## config.mk

```make
export PLATFORM = sky130hd
export DESIGN_NAME = serial_subtractor_n
export DESIGN_NICKNAME = d
export VERILOG_FILES = /design/src/rtl/serial_subtractor_n.sv
export SDC_FILE = /design/constraint.sdc
export NUM_CORES = 1
export LEC_CHECK = 0
export ABC_CLOCK_PERIOD_IN_PS = 1650
export CORE_AREA = 2 2 52 103
export CTS_CLUSTER_DIAMETER = 120
export DETAILED_ROUTE_END_ITERATION = 6
export DIE_AREA = 0 0 54 105
export PLACE_DENSITY = 0.62
export SYNTH_ARGS = -nofsm -noshare
export SYNTH_HDL_FRONTEND = slang
export SYNTH_SLANG_ARGS = --single-unit
export TNS_END_PERCENT = 30
```

## constraint.sdc

```tcl
create_clock -name clk -period 1.65 [get_ports clk]
set_input_delay 0.165 -clock clk [delete_from_list [all_inputs] [get_ports clk]]
set_output_delay 0.165 -clock clk [all_outputs]
set_load 0.05 [all_outputs]
```

## src/rtl/serial_subtractor_n.sv

```systemverilog
`default_nettype none
// ============================================================================
// Module      : serial_subtractor_n
// Description : Digit-serial N-bit subtractor, diff = a - b - bin, LSB first.
// Revision    : 1.0
// ============================================================================
module serial_subtractor_n #(
    parameter int WIDTH = 8,
    parameter int DIGIT = 1
) (
    input  logic             clk,
    input  logic             rst_n,
    input  logic             start,
    input  logic [WIDTH-1:0] a,
    input  logic [WIDTH-1:0] b,
    input  logic             bin,
    output logic             busy,
    output logic             done,
    output logic [WIDTH-1:0] diff,
    output logic             bout,
    output logic             zero
);

    localparam int c_N  = WIDTH / DIGIT;
    localparam int c_CW = $clog2(c_N) + 1;
    localparam logic [c_CW-1:0] c_LAST = c_CW'(c_N - 1);

    localparam logic [1:0] c_IDLE = 2'd0;
    localparam logic [1:0] c_RUN  = 2'd1;
    localparam logic [1:0] c_DONE = 2'd2;

    generate
        if (DIGIT < 1 || DIGIT > WIDTH || (WIDTH % DIGIT) != 0) begin : g_param_err
            $error("serial_subtractor_n: DIGIT must divide WIDTH and satisfy 1 <= DIGIT <= WIDTH");
        end
    endgenerate

    logic [1:0]       r_state;
    logic [WIDTH-1:0] r_a;
    logic [WIDTH-1:0] r_b;
    logic [WIDTH-1:0] r_res;
    logic             r_br;
    logic [c_CW-1:0]  r_cnt;
    logic [WIDTH-1:0] r_diff;
    logic             r_bout;
    logic             r_zero;

    logic [DIGIT-1:0] w_digit;
    logic             w_slice_bout;
    logic [WIDTH-1:0] w_res_next;
    logic             w_last;

    // Ripple the borrow through the low DIGIT bits of the operand shifters.
    always_comb begin
        logic v_br;
        v_br    = r_br;
        w_digit = '0;
        for (int i = 0; i < DIGIT; i++) begin
            w_digit[i] = r_a[i] ^ r_b[i] ^ v_br;
            v_br       = (~r_a[i] & r_b[i]) | (~r_a[i] & v_br) | (r_b[i] & v_br);
        end
        w_slice_bout = v_br;
    end

    generate
        if (DIGIT == WIDTH) begin : g_res_full
            assign w_res_next = w_digit;
        end else begin : g_res_shift
            assign w_res_next = {w_digit, r_res[WIDTH-1:DIGIT]};
        end
    endgenerate

    assign w_last = (r_cnt == c_LAST);

    always_ff @(posedge clk) begin
        if (!rst_n) begin
            r_state <= c_IDLE;
            r_a     <= '0;
            r_b     <= '0;
            r_res   <= '0;
            r_br    <= 1'b0;
            r_cnt   <= '0;
            r_diff  <= '0;
            r_bout  <= 1'b0;
            r_zero  <= 1'b0;
        end else begin
            case (r_state)
                c_IDLE, c_DONE: begin
                    if (start) begin
                        r_state <= c_RUN;
                        r_a     <= a;
                        r_b     <= b;
                        r_br    <= bin;
                        r_cnt   <= '0;
                    end else begin
                        r_state <= c_IDLE;
                    end
                end
                c_RUN: begin
                    r_br  <= w_slice_bout;
                    r_res <= w_res_next;
                    r_a   <= r_a >> DIGIT;
                    r_b   <= r_b >> DIGIT;
                    r_cnt <= r_cnt + 1'b1;
                    if (w_last) begin
                        r_state <= c_DONE;
                        r_diff  <= w_res_next;
                        r_bout  <= w_slice_bout;
                        r_zero  <= (w_res_next == '0);
                    end
                end
                default: r_state <= c_IDLE;
            endcase
        end
    end

    assign busy = (r_state == c_RUN);
    assign done = (r_state == c_DONE);
    assign diff = r_diff;
    assign bout = r_bout;
    assign zero = r_zero;

endmodule
`default_nettype wire

```

==> qor.yml <==
status:
  status: "complete, no violations"
clock_tree:
  cts-root-buf: "clkbuf_8"
  post_cts_buffers: 0
  clkTransAtPathRegs_ps: 80
  cts.repair.resized: 0
  cts_tree: "done"
  cts_sinks: 40
  htree_levels: 2
  cts-buffers-inserted: 5
  ctsHoldBuffers: 0
  insertion_delay_ps: 290
  clockBufferDepth: 2
global_route:
  grt_pass1_vias: 1374
  grt_use_total_pct: 14.0
  grt_pass1_wl_um: 5930
  antenna_found_initial: 0
  grt_start_max_net_pins: 30
  gr-total-overflow: 0
finish:
  fillers: 505
  fin_area_mm2: 0.00216
  syn_to_final_growth_pct: 30.8
  nNetsFinal: 239
  multiInputGateArea_um2: 758
  drive_gt1_share_pct: 12.4
  ff_latch_area_um2: 801
  diodes: 0
die:
  ios: 32
  dieArea_mm2: 0.00567
  rows: 36
  initial_core_util_pct: 33.9
  design.core.area_mm2: 0.00486
  fp.dieH_um: 105
  die_w_um: 54
synthesis:
  synth_simple_gate_area_share_pct: 20.2
  yosys.cell_count.top_type: "dfxtp_1"
  synth_edf_count: 0
  yosysTopAreaCell: "dfxtp_1"
  synthMuxAreaShare_pct: 7.59
  ys_types: 26
  syn-num-nets: 207
  yosys_warnings: 0
  ys_ff_latch: 40
  syn_area_mm2: 0.00165
  synth-adder-area-share_pct: 1.97
  synth_top_family_by_area: "simple AND/OR/NAND/NOR gates"
  synthCells: 185
  ys_seq_area_share_pct: 48.6
  synth_xor_area_share_pct: 0
  synth_compound_area_share_pct: 16.2
  yosys.area.top_type_share_pct: 48.6
  avgSynthCellArea_um2: 8.91
  synth_area_leaders: "dfxtp_1, a21oi_1, nand2_1, a22oi_1, mux2i_1"
  synth_common_cells: "dfxtp_1, nand2_1, a21oi_1"
  synth-main-ff-cell: "dfxtp_1"
  synthArstFlopShare_pct: 0
place:
  portBuffers: 31
  dpl.hpwl_um: 2500
  placed_area_mm2: 0.00203
  finalWeightedCongestion: 0.764
detailed_routing:
  drc: 0
  via_per_inst: 5.10
  routedWlPerCell_um: 12.8
  wl_um: 3530
  ant_nets: 0
  vias: 1402
  drt_iter0_markers: 29
  drt-pass1-iter-count: 4
worst_setup_path:
  crit_buf_inv: 1
  worstPathRequired_ps: 1480
  crit_path_end_kind: "output pin"
  critPathMaxFanout: 2
  crit_type: "reg2out"
  crit_path_max_incr_delay_ps: 800
  cp_cell_sequence: "clkdlybuf4s50_1"
  slowest_stage: "clkdlybuf4s50_1"
  critPathTopFamily: "buffers and inverters"
  worstPathArrival_ps: 1430
  critPathLaunchType: "register"
worst_hold_path:
  hp-class: "in2reg"
power_and_ir_drop:
  p_leak_uw: 0.000824
  p_per_area_mw_per_mm2: 984
  peakVddDrop_uv: 601
sta:
  rsz0062_at_grt: "false"
  slew_viol_final: 0
  hold_viol_final: 0
  setup_viol: 0
  period_share_pct: 96.7
  slew_headroom_pct: 66.5
  worst_pin_slew_ps: 502
  fin_crit_ps: 1590
  skew_ps: 7.51
  max_freq_ghz: 0.627
  fin_setup_tns_ps: 0
run:
  cap_violations: 0
## registers in the layout (all words and copies together) (netlist names), 2 cells and up
name	count
r_state	2
diff	8
r_cnt	4
r_a	8
r_b	8
r_res	7
## stage by stage
stage / power (µW) / utilization, % / hold slack [ps] / std cells / setup slack [ps]
after detailed placement: 1310 / 41.7 / 455 / 267 / 180
after global placement: 1310 / 41.7 / 442 / 267 / 240
final: 2120 / 44.3 / 411 / 275 / 55.1
after global routing: 2220 / 44.3 / 444 / 275 / 0.328
after floorplan: 1200 / - / 301 / 185 / 437
after CTS: 2140 / 44.2 / 409 / 275 / 42.1
## layout by cell type (no fill, tap or decap), types with 5 or more instances in the layout
cell	n
clkdlybuf4s50_1	23
nand3_1	20
a21oi_1	27
clkbuf_8	6
mux2i_1	11
nand2b_1	5
dfxtp_1	40
buf_4	13
a22oi_1	15
nand2_1	33
## per-layer routing
metal / GRT usage (%) / vias to the layer above / wire [µm]
met5: 0 / - / 0
met4: 8.04 / 0 / 109
met3: 3.29 / 8 / 128
met2: 23.4 / 34 / 1850
met1: 15.0 / 652 / 1450
li1: - / 708 / -
## power by group
part	internal, µW	total (µW)	switching (µW)
combinational	122	257	135
clock	494	839	345
sequential	1000	1030	23.1
total	1620	2120	503
## worst paths after layout
| kind | start | end | slack (ps) | depth (start not counted) |
|---|---|---|---|---|
| min | a[7] | r_a[7]$_SDFFE_PN0P_ | 410 | 3 |
| max | diff[5]$_SDFFE_PN0P_ | diff[5] | 60 | 1 |
| max reg2reg | r_cnt[0]$_SDFFE_PN0P_ | zero$_SDFFE_PN0P_ | 300 | 4 |
| min reg2reg | bout$_SDFFE_PN0P_ | bout$_SDFFE_PN0P_ | 460 | 2 |
## cells by family (layout without fill, tap and decap cells)
group | count (synthesis) | in the layout
simple gates | 69 | 69
compound gates | 44 | 44
flops | 40 | 40
buf+inv | 18 | 51
mux | 12 | 12
fa+ha+maj | 2 | 2
## cell type report
cell class                 count  area share (%)
clock inverter                 2            1.80
tap                           57            3.31
sequential                    40            37.1
clock buffer                   6            3.83
timing repair buffer          40            18.2
inverter                       3           0.522
multi-input combinational    127            35.2
No activity file was read; power rests on OpenSTA's default activity.
